<file path="src/rtl/lsu_controller_pkg.sv">
// Shared definitions for the load/store unit: memory op codes, the default
// bus timeout, and a small op decoder used by both the controller and the lane aligner.
package lsu_controller_pkg;

   localparam logic [5:0] LB  = 6'h20;
   localparam logic [5:0] LH  = 6'h21;
   localparam logic [5:0] LW  = 6'h23;
   localparam logic [5:0] LBU = 6'h24;
   localparam logic [5:0] LHU = 6'h25;
   localparam logic [5:0] SB  = 6'h28;
   localparam logic [5:0] SH  = 6'h29;
   localparam logic [5:0] SW  = 6'h2B;

   // System-level default; override through the TIMEOUT parameter.
   localparam int LSU_TIMEOUT_DEFAULT = 255;

   typedef enum logic [1:0] {
      SZ_BYTE = 2'd0,
      SZ_HALF = 2'd1,
      SZ_WORD = 2'd2,
      SZ_NONE = 2'd3
   } access_size_e;

   typedef struct packed {
      logic         store;
      logic         sign;
      access_size_e size;
   } op_info_t;

   // SZ_NONE marks any code outside the eight legal memory ops.
   function automatic op_info_t decode_op(input logic [5:0] op);
      op_info_t info;
      info = '{store: 1'b0, sign: 1'b0, size: SZ_NONE};
      case (op)
         LB:  info = '{store: 1'b0, sign: 1'b1, size: SZ_BYTE};
         LBU: info = '{store: 1'b0, sign: 1'b0, size: SZ_BYTE};
         LH:  info = '{store: 1'b0, sign: 1'b1, size: SZ_HALF};
         LHU: info = '{store: 1'b0, sign: 1'b0, size: SZ_HALF};
         LW:  info = '{store: 1'b0, sign: 1'b0, size: SZ_WORD};
         SB:  info = '{store: 1'b1, sign: 1'b0, size: SZ_BYTE};
         SH:  info = '{store: 1'b1, sign: 1'b0, size: SZ_HALF};
         SW:  info = '{store: 1'b1, sign: 1'b0, size: SZ_WORD};
         default: ;
      endcase
      return info;
   endfunction

endpackage

</file>
<file path="src/rtl/lsu_lane_align.sv">
// Combinational byte-lane steering: store strobes and replicated data,
// load extraction with sign/zero extension, and the alignment check.
module lsu_lane_align
   import lsu_controller_pkg::*;
(
   input  logic [5:0]  op,
   input  logic [1:0]  offset,
   input  logic [31:0] wdata,
   input  logic [31:0] rdata,
   output logic [3:0]  strb,
   output logic [31:0] wdata_rep,
   output logic [31:0] rdata_ext,
   output logic        misalign
);

   op_info_t    info;
   logic [7:0]  rbyte;
   logic [15:0] rhalf;

   assign info  = decode_op(op);
   assign rbyte = rdata[{offset, 3'b000} +: 8];
   // Odd half offsets are rejected as misaligned, so only the upper bit picks the half.
   assign rhalf = offset[1] ? rdata[31:16] : rdata[15:0];

   always_comb begin
      strb      = 4'b0000;
      wdata_rep = 32'h0;
      rdata_ext = 32'h0;
      misalign  = 1'b0;
      case (info.size)
         SZ_BYTE: begin
            if (info.store) begin
               strb      = 4'b0001 << offset;
               wdata_rep = {4{wdata[7:0]}};
            end
            rdata_ext = {{24{info.sign & rbyte[7]}}, rbyte};
         end
         SZ_HALF: begin
            misalign = offset[0];
            if (info.store) begin
               strb      = 4'b0011 << offset;
               wdata_rep = {2{wdata[15:0]}};
            end
            rdata_ext = {{16{info.sign & rhalf[15]}}, rhalf};
         end
         SZ_WORD: begin
            misalign = |offset;
            if (info.store) begin
               strb      = 4'hF;
               wdata_rep = wdata;
            end
            rdata_ext = rdata;
         end
         default: ;
      endcase
   end

endmodule

</file>
<file path="src/rtl/lsu_controller.sv">
// Load/store controller: accepts one op at a time, checks alignment, runs a
// registered req/ack bus access with timeout, and returns a one-cycle response.
module lsu_controller
   import lsu_controller_pkg::*;
#(
   parameter int TIMEOUT = LSU_TIMEOUT_DEFAULT
) (
   input  logic        clk,
   input  logic        rst_n,
   input  logic        req_valid,
   output logic        req_ready,
   input  logic [5:0]  ALUControl,
   input  logic [31:0] addr,
   input  logic [31:0] wdata,
   output logic        rsp_valid,
   output logic [31:0] rsp_rdata,
   output logic        rsp_err,
   output logic        stall,
   output logic        mem_req,
   output logic        mem_we,
   output logic [31:0] mem_addr,
   output logic [3:0]  mem_wstrb,
   output logic [31:0] mem_wdata,
   input  logic        mem_ack,
   input  logic [31:0] mem_rdata
);

   localparam logic [1:0] ST_IDLE = 2'd0;
   localparam logic [1:0] ST_BUS  = 2'd1;
   localparam logic [1:0] ST_RESP = 2'd2;

   localparam logic [31:0] TIMEOUT_LAST = 32'(TIMEOUT - 1);

   logic [1:0]  state_reg;
   logic [5:0]  op_reg;
   logic [1:0]  offset_reg;
   logic [31:0] cnt_reg;

   logic        idle;
   logic [5:0]  sel_op;
   logic [1:0]  sel_offset;
   logic [3:0]  align_strb;
   logic [31:0] align_wdata;
   logic [31:0] align_rdata;
   logic        align_misalign;
   logic        illegal_op;
   logic        timeout_hit;

   assign idle       = (state_reg == ST_IDLE);
   assign req_ready  = idle;
   assign stall      = req_valid && !rsp_valid;
   assign illegal_op = (decode_op(ALUControl).size == SZ_NONE);
   assign timeout_hit = (TIMEOUT != 0) && (cnt_reg == TIMEOUT_LAST);

   // In IDLE the aligner looks at the incoming request so bus outputs can be
   // registered on the acceptance edge; afterwards it uses the latched op.
   assign sel_op     = idle ? ALUControl : op_reg;
   assign sel_offset = idle ? addr[1:0]  : offset_reg;

   lsu_lane_align u_align (
      .op        (sel_op),
      .offset    (sel_offset),
      .wdata     (wdata),
      .rdata     (mem_rdata),
      .strb      (align_strb),
      .wdata_rep (align_wdata),
      .rdata_ext (align_rdata),
      .misalign  (align_misalign)
   );

   always_ff @(posedge clk or negedge rst_n) begin
      if (!rst_n) begin
         state_reg  <= ST_IDLE;
         op_reg     <= 6'h0;
         offset_reg <= 2'b00;
         cnt_reg    <= 32'h0;
         rsp_valid  <= 1'b0;
         rsp_err    <= 1'b0;
         rsp_rdata  <= 32'h0;
         mem_req    <= 1'b0;
         mem_we     <= 1'b0;
         mem_addr   <= 32'h0;
         mem_wstrb  <= 4'b0000;
         mem_wdata  <= 32'h0;
      end else begin
         // Response fields are pulses: only the transition into RESP sets them.
         rsp_valid <= 1'b0;
         rsp_err   <= 1'b0;
         rsp_rdata <= 32'h0;
         case (state_reg)
            ST_IDLE: begin
               if (req_valid) begin
                  op_reg     <= ALUControl;
                  offset_reg <= addr[1:0];
                  cnt_reg    <= 32'h0;
                  if (illegal_op || align_misalign) begin
                     state_reg <= ST_RESP;
                     rsp_valid <= 1'b1;
                     rsp_err   <= 1'b1;
                  end else begin
                     state_reg <= ST_BUS;
                     mem_req   <= 1'b1;
                     mem_we    <= decode_op(ALUControl).store;
                     mem_addr  <= {addr[31:2], 2'b00};
                     mem_wstrb <= align_strb;
                     mem_wdata <= align_wdata;
                  end
               end
            end
            ST_BUS: begin
               if (mem_ack || timeout_hit) begin
                  state_reg <= ST_RESP;
                  rsp_valid <= 1'b1;
                  mem_req   <= 1'b0;
                  mem_we    <= 1'b0;
                  mem_wstrb <= 4'b0000;
                  mem_wdata <= 32'h0;
                  // An ack in the expiring cycle still completes normally.
                  if (mem_ack) begin
                     rsp_rdata <= mem_we ? 32'h0 : align_rdata;
                  end else begin
                     rsp_err <= 1'b1;
                  end
               end else begin
                  cnt_reg <= cnt_reg + 32'h1;
               end
            end
            ST_RESP: begin
               state_reg <= ST_IDLE;
            end
            default: begin
               state_reg <= ST_IDLE;
            end
         endcase
      end
   end

endmodule

</file>
<file path="config.mk">
export PLATFORM = sky130hd
export DESIGN_NAME = lsu_controller
export DESIGN_NICKNAME = d
export VERILOG_FILES = /design/src/rtl/lsu_controller_pkg.sv /design/src/rtl/lsu_lane_align.sv /design/src/rtl/lsu_controller.sv
export SDC_FILE = /design/constraint.sdc
export NUM_CORES = 1
export LEC_CHECK = 0
export BUFFER_PORTS_ARGS = -buffer_cell sky130_fd_sc_hd__buf_2
export CELL_PAD_IN_SITES_DETAIL_PLACEMENT = 0
export CELL_PAD_IN_SITES_GLOBAL_PLACEMENT = 1
export CORE_MARGIN = 2
export CORE_UTILIZATION = 43
export DETAILED_ROUTE_END_ITERATION = 7
export PLACE_DENSITY_LB_ADDON = 0.1
export SLEW_MARGIN = 30
export SYNTH_ARGS = -nofsm -noshare
export SYNTH_HDL_FRONTEND = slang
export SYNTH_SLANG_ARGS = --single-unit
</file>
<file path="constraint.sdc">
create_clock -name clk -period 4.8 [get_ports clk]
set_clock_uncertainty 0.05 [all_clocks]
set_input_delay 0.96 -clock clk [delete_from_list [all_inputs] [get_ports clk]]
set_output_delay 0.96 -clock clk [all_outputs]
set_load 0.02 [all_outputs]
</file>
Word level (Yosys, flattened, before mapping)
Cells that the tools add are included.
{"block": "word_totals", "out_inout_bits": 106, "input_bits": 106, "mem_count": 0, "ramBits": 0, "romBits": 0, "word_cells": 105, "latchBits": 0, "register_bits": 144}
{"block": "op_classes", "n_eq_ne": 25, "muxes": 48, "mul": 0, "shifts": 3, "n_div": 0, "add_sub_neg": 1, "magnitude_cmp": 0, "bitwise_logic": 3, "n_reduce_logical": 13}
{"cell": "32-bit two-way mux", "n": 12}
{"cell": "32-bit case mux with 3 select lines", "n": 2}
{"cell": "32-bit case mux with 2 select lines", "n": 2}
{"cell": "6-bit == test (second input constant)", "n": 16}
{"cell": "4-bit case mux with 8 select lines", "n": 2}
{"cell": "32-bit by 1-bit adder with 32-bit output (second input constant)", "n": 1}
{"cell": "32-bit by 8-bit == test with 1-bit output (second input constant)", "n": 1}
{"cell": "32-bit by 6-bit variable part select with 8-bit output", "n": 1}
{"cell": "4-bit two-way mux", "n": 6}
{"cell": "16-bit two-way mux", "n": 1}
{"cell": "4-bit case mux with 3 select lines", "n": 1}
{"cell": "1-bit two-way mux", "n": 10}
{"cell": "1-bit case mux with 2 select lines", "n": 5}
{"cell": "2-bit two-way mux", "n": 4}
{"cell": "2-bit != test (second input constant)", "n": 4}
{"cell": "4-bit case mux with 2 select lines", "n": 1}
{"cell": "6-bit two-way mux", "n": 1}
{"cell": "3-bit AND reduction", "n": 2}
{"cell": "2-bit by 1-bit == test with 1-bit output (second input constant)", "n": 2}
{"cell": "2-bit == test (second input constant)", "n": 2}
{"cell": "2-bit zero test", "n": 2}
{"cell": "2-bit case mux with 2 select lines", "n": 1}
{"cell": "2-bit AND reduction", "n": 2}
{"cell": "4-bit AND reduction", "n": 1}
{"cell": "other kinds (9)", "n": 11}

Depth between registers and ports, before layout
Gate-level depths: netlist (run 1).
{"block": "depth", "ltp_word": 10, "depth_mapped": 14, "ltp_nobuf": 11}

Cells and area by module
A second synthesis (run 1) with hierarchy kept.
{"block": "hier_totals", "hier_cells": 698, "area_unflattened_um2": 7205.7}
{"mod": "lsu_controller", "cells_each": 479, "seq_area_each_um2": 3603.5, "area_each_um2": 5821.8, "instances": 1}
{"mod": "lsu_lane_align", "cells_each": 219, "seq_area_each_um2": 0.0, "area_each_um2": 1383.8, "instances": 1}

Worst setup path after synthesis (run 1)
OpenSTA, ideal clock, no wires.
{"block": "synth_path", "path_type": "input -> register", "startpoint": "in ALUControl[2]", "endpoint": "reg mem_wdata[14]", "arrival_time_ps": 3058, "path_stages": 11, "t_required_ps": 4675, "path_slack_ps": 1618, "path_buffers": 2, "setup_time_ps": 75, "cell_sequence": "mux2i_1 o21ai_0 o22ai_1 and2_1 ha_1 o31a_1 o2111a_1 a211oi_2 buf_4 buf_4 o2bb2ai_2"}
{"block": "synth_via", "elab_chain_len": 8, "elab_cells_between_ends": 34, "classes_between": "eq/ne (20); mux (11); reduce/logical (3)"}
{"element": "from (decl)", "line_no": "lsu_controller.sv:12", "source": "input logic [5:0] ALUControl,"}
{"element": "6-bit two-way mux", "line_no": "lsu_controller.sv:57", "source": "assign sel_op = idle ? ALUControl : op_reg;"}
{"element": "6-bit == test", "line_no": "lsu_controller_pkg.sv:34", "source": "case (op)"}
{"element": "4-bit case mux with 8 select lines", "line_no": "lsu_controller_pkg.sv:34"}
{"element": "2-bit == test (tied with other cells)", "line_no": "lsu_lane_align.sv:30", "source": "case (info.size)"}
{"element": "32-bit case mux with 3 select lines / 1-bit case mux with 2 select lines (equally long branches)", "line_no": "lsu_lane_align.sv:30"}
{"element": "32-bit two-way mux / 1-bit logical OR (equally long branches)", "line_no": "lsu_controller.sv:96", "source": "if (illegal_op || align_misalign) begin"}
{"element": "32-bit two-way mux / 2-bit != test (equally long branches)"}
{"element": "32-bit case mux with 2 select lines / 4-bit AND reduction (equally long branches)"}
{"element": "to (signal assigned)", "line_no": "lsu_controller.sv:106", "source": "mem_wdata <= align_wdata;"}
{"element": "to (decl)", "line_no": "lsu_controller.sv:23", "source": "output logic [31:0] mem_wdata,"}
Several ways; a longest one is shown, not always the timed one. The select of a mux whose other input is x is not followed.
A chain may end at the register's enable or synchronous reset.

Worst setup path after layout (run 1)
{"block": "layout_path", "startpoint": "reg state_reg[0]", "endpoint": "reg mem_wdata[11]"}
{"block": "layout_via", "elab_chain_len": 9, "elab_cells_between_ends": 31, "classes_between": "eq/ne (14); mux (11); reduce/logical (6)"}
{"element": "from (decl)", "line_no": "lsu_controller.sv:34", "source": "logic [1:0] state_reg;"}
{"element": "from (signal assigned)", "line_no": "lsu_controller.sv:73", "source": "state_reg <= ST_IDLE;"}
{"element": "from (signal assigned)", "line_no": "lsu_controller.sv:97", "source": "state_reg <= ST_RESP;"}
{"element": "from (signal assigned)", "line_no": "lsu_controller.sv:101", "source": "state_reg <= ST_BUS;"}
{"element": "2-bit zero test", "line_no": "lsu_controller.sv:49, lsu_controller.sv:90"}
{"element": "6-bit two-way mux", "line_no": "lsu_controller.sv:57"}
{"element": "6-bit == test", "line_no": "lsu_controller_pkg.sv:34"}
{"element": "4-bit case mux with 8 select lines", "line_no": "lsu_controller_pkg.sv:34"}
{"element": "2-bit == test (tied with other cells)", "line_no": "lsu_lane_align.sv:30"}
{"element": "32-bit case mux with 3 select lines / 1-bit case mux with 2 select lines (equally long branches)", "line_no": "lsu_lane_align.sv:30"}
{"element": "32-bit two-way mux / 1-bit logical OR (equally long branches)", "line_no": "lsu_controller.sv:96"}
{"element": "32-bit two-way mux / 2-bit != test (equally long branches)"}
{"element": "32-bit case mux with 2 select lines / 4-bit AND reduction (equally long branches)"}
Several ways; a longest one is shown, not always the timed one. The select of a mux whose other input is x is not followed.

==> impl_metrics.toml, run 1 <==
[run_status]
status = "finished clean"

[timing]
fmax_mhz = 248
drv_slew = 0
period_share_pct = 84.1
finalHoldViolCount = 0
maxSlewHeadroom_pct = 43.7
period_needed_ns = 4.04
setup-tns-final_ns = 0
worstMarginPinSlew_ns = 0.845
setup_viol = 0
rsz0062_at_grt = "false"

[clocking]
clockBufferDepth = 2
cts_resized = 0
h-tree-depth = 4
clk_pin_slew_ns = 0.06
clkLatencyLatePin_ns = 0.43
cts.sinks = 144
cts_setup_buffers = 0
root_buffer = "clkbuf_16"
numCtsBuffers = 17
tritoncts = "done"
hold_buffers = 0

[worst_setup_path]
end_kind = "flop"
rr_startpoint = "state_reg[0]"
critical_path_arrival_ns = 4.29
cp.required_ns = 5.05
path_class = "reg -> reg"
rrSetupSlack_ns = 0.76
rr_endpoint = "mem_wdata[11]"
crit_path_start_kind = "flop"
critical_path_peak_fanout = 15
rr_worst_depth = 11

[min_path]
hold_class = "reg -> reg"
min_path_cells = 2
min_to = "op_reg[4]"
worstHoldStart = "op_reg[4]"

[global_routing]
antenna_found_initial = 0
overflow = 0
grt_max_degree = 115
grt_pass1_vias = 5917
gr-usage-all-layers_pct = 21.9
grt_pass1_wl_um = 30800

[route]
drt_iter0_markers = 316
ant_nets = 0
wl_per_cell_um = 17.9
routed_wl_um = 18900
drcViolationCount = 0
vias = 5881
drtPass1Iterations = 5
vias_per_cell = 5.60

[logic_synthesis]
synthTopCellsByArea = "dfrtp_1 (51%), mux2_2 (6.3%), o2bb2ai_2 (4.2%)"
async_flop_share_pct = 100
synth_top_family_by_area = "compound AO/OA/AOI/OAI gates"
synth_flop_cell = "dfrtp_1"
syn_area_um2 = 7110
synth_cell_types = 69
synth_cells = 623
ys_seq_area_share_pct = 50.7
yosysWarnings = 0
synth_compound_area_share_pct = 20.3
synth_edf_count = 0
synth.top_cell.area_share_pct = 50.7
synthSimpleGateAreaFrac_pct = 14.6
yosysTopAreaCell = "dfrtp_1"
synth-adder-area-share_pct = 1.76
muxShareOfSynthArea_pct = 7.22
synth_common_cells = "dfrtp_1 (144), nand2_1 (62), mux2_2 (40)"
ys_ff_latch = 144
synth_xor_area_share_pct = 1.48
yosysMostFrequentCell = "dfrtp_1"
synth_area_per_cell_um2 = 11.4

[pwr]
power_density_nw_per_um2 = 379
p_leak_uw = 0.00421
peakVddDrop_v = 0.000277

[final_layout]
area_growth_pct = 25.3
layout-drive-gt1-share_pct = 40.0
nets = 939
design_area_um2 = 8900
fillers = 1443
n_antenna_cell = 0

[placement]
postPlaceCellArea_um2 = 8300
gp_congestion = 0.814
dp_hpwl_um = 13300
io_buffers = 209

[run]
cap_violations = 0

[floorplanning]
dieArea_um2 = 17600
fp.dieW_um = 133
rows = 46
ios = 212
core_area_um2 = 16000
die_h_um = 133
start_util_pct = 44.4
logic make-up after synthesis:
group / count (synthesis)
compound gates: 174
xor+xnor: 12
fa+ha+maj: 10
buf+inv: 52
flops: 144
mux: 45
other cells: 1
simple gates: 185
critical path, stage by stage, from the launching register on:
cell and delay (ns):
dfrtp_1 0.60, or2_1 0.40, mux2i_1 0.40, o21ai_0 0.15, o22ai_1 0.23, and2_1 0.20
ha_2 0.29, nand2b_1 0.19, o2111ai_2 0.30, or2_1 0.63, buf_4 0.37, o2bb2ai_1 0.10
where the power goes:
part / switching (uW) / leakage (uW) / internal (uW)
registers: 61.2 / 0.00194 / 1320
logic: 390 / 0.00198 / 250
clock network: 524 / 0.000290 / 831
how the worst max path moves through the flow:
| stage | slack [ns] | to | depth (start not counted) | startpoint |
|---|---|---|---|---|
| 3_3_place_gp | 1.0 | mem_wstrb[3] | 11 | ALUControl[2] |
| 2_1_floorplan | 1.62 | mem_wdata[14] | 11 | ALUControl[2] |
| 4_1_cts | 0.83 | mem_wdata[11] | 11 | state_reg[1] |
| 6_report | 0.76 | mem_wdata[11] | 11 | state_reg[0] |
| 3_5_place_dp | 0.85 | mem_wdata[11] | 11 | state_reg[1] |
| 5_1_grt | 0.51 | mem_wdata[11] | 11 | state_reg[1] |
metal layers:
| layer | vias up | routed length (um) | global-route usage (%) |
|---|---|---|---|
| li1 | 2728 | - | - |
| met1 | 2920 | 7970 | 27.0 |
| met2 | 207 | 9390 | 36.8 |
| met3 | 26 | 1190 | 5.40 |
| met4 | 0 | 308 | 8.78 |
| met5 | - | 0 | 0 |
placed cells by master, fill, tap and decap left out, types with 9 or more instances in the layout:
cell type	n
buf_4	11
nor2_1	23
a21oi_1	34
o21ai_0	17
o2bb2ai_1	9
nand3_1	19
inv_1	11
a22oi_1	23
xor2_1	11
o2bb2ai_2	20
clkbuf_16	17
mux2_2	40
nand2_1	62
ha_1	9
a22o_1	9
dfrtp_1	144
o31ai_1	10
nor2b_1	9
a222oi_1	9
buf_2	208
cell type report:
class / instances / area [um^2] / area share (%)
sequential: 144 / 3600 / 40.5
multi-input combinational: 428 / 3240 / 36.4
timing repair buffer: 220 / 1140 / 12.8
clock buffer: 19 / 443 / 4.97
tap: 216 / 270 / 3.03
clock inverter: 12 / 159 / 1.78
inverter: 12 / 46.3 / 0.520
through the flow:
| stage | utilization (%) | cells | hold slack [ns] | worst slack [ns] | power (uW) |
|---|---|---|---|---|---|
| 6_report | 55.7 | 1051 | 0.429 | 0.761 | 3380 |
| 3_5_place_dp | 51.9 | 1020 | 0.419 | 0.849 | 2050 |
| 4_1_cts | 55.7 | 1051 | 0.435 | 0.826 | 3410 |
| 2_1_floorplan | - | 624 | 0.387 | 1.62 | 1800 |
| 5_1_grt | 55.7 | 1051 | 0.447 | 0.514 | 3530 |
| 3_3_place_gp | 51.9 | 1020 | 0.404 | 0.996 | 2030 |
No activity file was read; power rests on OpenSTA's default activity.
==> run 2, diff against run 1 <==
Settings changed: CORE_UTILIZATION 43 to 40.
Clock period 4.8 ns to 4.12 ns, I/O delays scaled along.
==> impl_metrics.toml, run 2 (synthesized netlist as in run 1, its figures left out) <==
[run_status]
status = "finished clean"

[route]
drt_iter0_markers = 344
dr_wl_met3_um = 1180
top_layer_used = "met4"
vias_per_cell = 5.46
drtPass1Iterations = 5
wl_per_cell_um = 17.9
ant_nets = 0
met2_length_um = 9500
vias = 5808
routed_wl_um = 19100
wl_met1_um = 8120
drcViolationCount = 0

[worst_setup_path]
rr_startpoint = "state_reg[0]"
max_stage_delay_ns = 0.58
rr_worst_depth = 11
critPathSlowestCell = "dfrtp_1"
end_kind = "flop"
cp.required_ns = 4.42
path_class = "reg -> reg"
critical_path_arrival_ns = 3.93
crit_path_start_kind = "flop"
rrSetupSlack_ns = 0.50
rr_endpoint = "mem_wdata[0]"
critical_path_peak_fanout = 38
path_cells = "or2_1 > mux2i_1 > o21ai_0 > o22ai_1 > and2_1 > ha_2 > o31a_1 > o2111a_1 > a211oi_4 > buf_6 > a22o_1"

[floorplanning]
fp.dieW_um = 137
rows = 48
die_h_um = 137
core_area_um2 = 17400
ios = 212
start_util_pct = 40.9
dieArea_um2 = 18800

[pwr]
power_density_nw_per_um2 = 433
p_leak_uw = 0.00423
peakVddDrop_v = 0.000302

[clocking]
root_buffer = "clkbuf_16"
clockBufferDepth = 2
tritoncts = "done"
cts.sinks = 144
numCtsBuffers = 17
hold_buffers = 0
h-tree-depth = 4
clk_pin_slew_ns = 0.07
clkLatencyLatePin_ns = 0.42

[global_routing]
antenna_found_initial = 0
gr-usage-all-layers_pct = 20.4
overflow = 0
grt_pass1_wl_um = 29700
grt_max_degree = 115
grt_pass1_vias = 5676

[timing]
worst_slack_ns = 0.495
finalHoldViolCount = 0
rsz0062_at_grt = "false"
fmax_mhz = 276
setup-tns-final_ns = 0
period_needed_ns = 3.62
maxSlewHeadroom_pct = 50.3
whs_ns = 0.216
period_share_pct = 88.0
drv_slew = 0
worstMarginPinSlew_ns = 0.745
setup_viol = 0

[min_path]
hold_class = "in -> async"

[final_layout]
fin_util_pct = 51.5
nets = 942
n_antenna_cell = 0
final_common_cell = "buf_2"
area_growth_pct = 25.8
layout-drive-gt1-share_pct = 40.4
final_cell_mix = "buf_2 (208), dfrtp_1 (144), nand2_1 (62)"

[placement]
dp_hpwl_um = 13400
gp_congestion = 0.786
io_buffers = 209
dp_slack_ns = 0.390

[run]
cap_violations = 0
run 2: changes by cell type in the layout (fill, tap and decap cells not counted):
cell       delta
clkinv_8      +1
bufinv_16     -2
inv_6         +3
clkbuf_8      -1
inv_8         +1
buf_16        +1
clkbuf_1      -1
buf_4         +1
buf_6         +1
run 2: what timing repair did:
action | in CTS | in global routing
gates resized for setup | 0 | 1
buffers inserted | 0 | 0
endpoints found under the setup margin | 0 | 1
run 2: area by class of cell:
type / count / area, um^2
Fill cell: 1611 / 8420
Clock buffer: 17 / 425
Multi-Input combinational cell: 428 / 3240
Tap cell: 225 / 282
Inverter: 12 / 46.3
Sequential cell: 144 / 3600
Timing Repair Buffer: 223 / 1180
Clock inverter: 15 / 153
run 2: per-stage QoR:
step	area [um^2]	cells	power [uW]
2_1_floorplan	7110	624	2100
3_3_place_gp	8330	1031	2370
3_5_place_dp	8330	1031	2390
4_1_cts	8910	1063	3910
5_1_grt	8940	1064	4060
6_report	8940	1064	3870
run 2: worst max-delay path by stage:
stage                        startpoint            end  slack (ns)
after floorplan           ALUControl[2]  mem_wdata[14]        1.07
after global placement     state_reg[0]   mem_wdata[7]        0.54
after detailed placement   state_reg[0]   mem_wdata[5]        0.39
after CTS                  state_reg[0]   mem_wdata[3]        0.36
after global routing       state_reg[0]   mem_wdata[3]        0.12
final                      state_reg[0]   mem_wdata[0]        0.50
run 2: metal layers:
layer  up-vias  global-route usage [%]
met4         0                    6.53
met2       197                    33.7
met5         -                       0
met3        18                    4.64
li1       2744                       -
met1      2849                    26.7
run 2: power breakdown:
group          internal, uW  total (uW)  switching, uW
sequential             1540        1600           62.8
clock                   849        1510            657
combinational           297         760            462
run 2: critical path, delay by kind of cell (launching register included):
family,cells,cell delay (ns)
compound gates,6,1.27
fa+ha+maj,1,0.28
buf+inv,1,0.35
flops,1,0.58
mux,1,0.39
simple gates,2,0.57
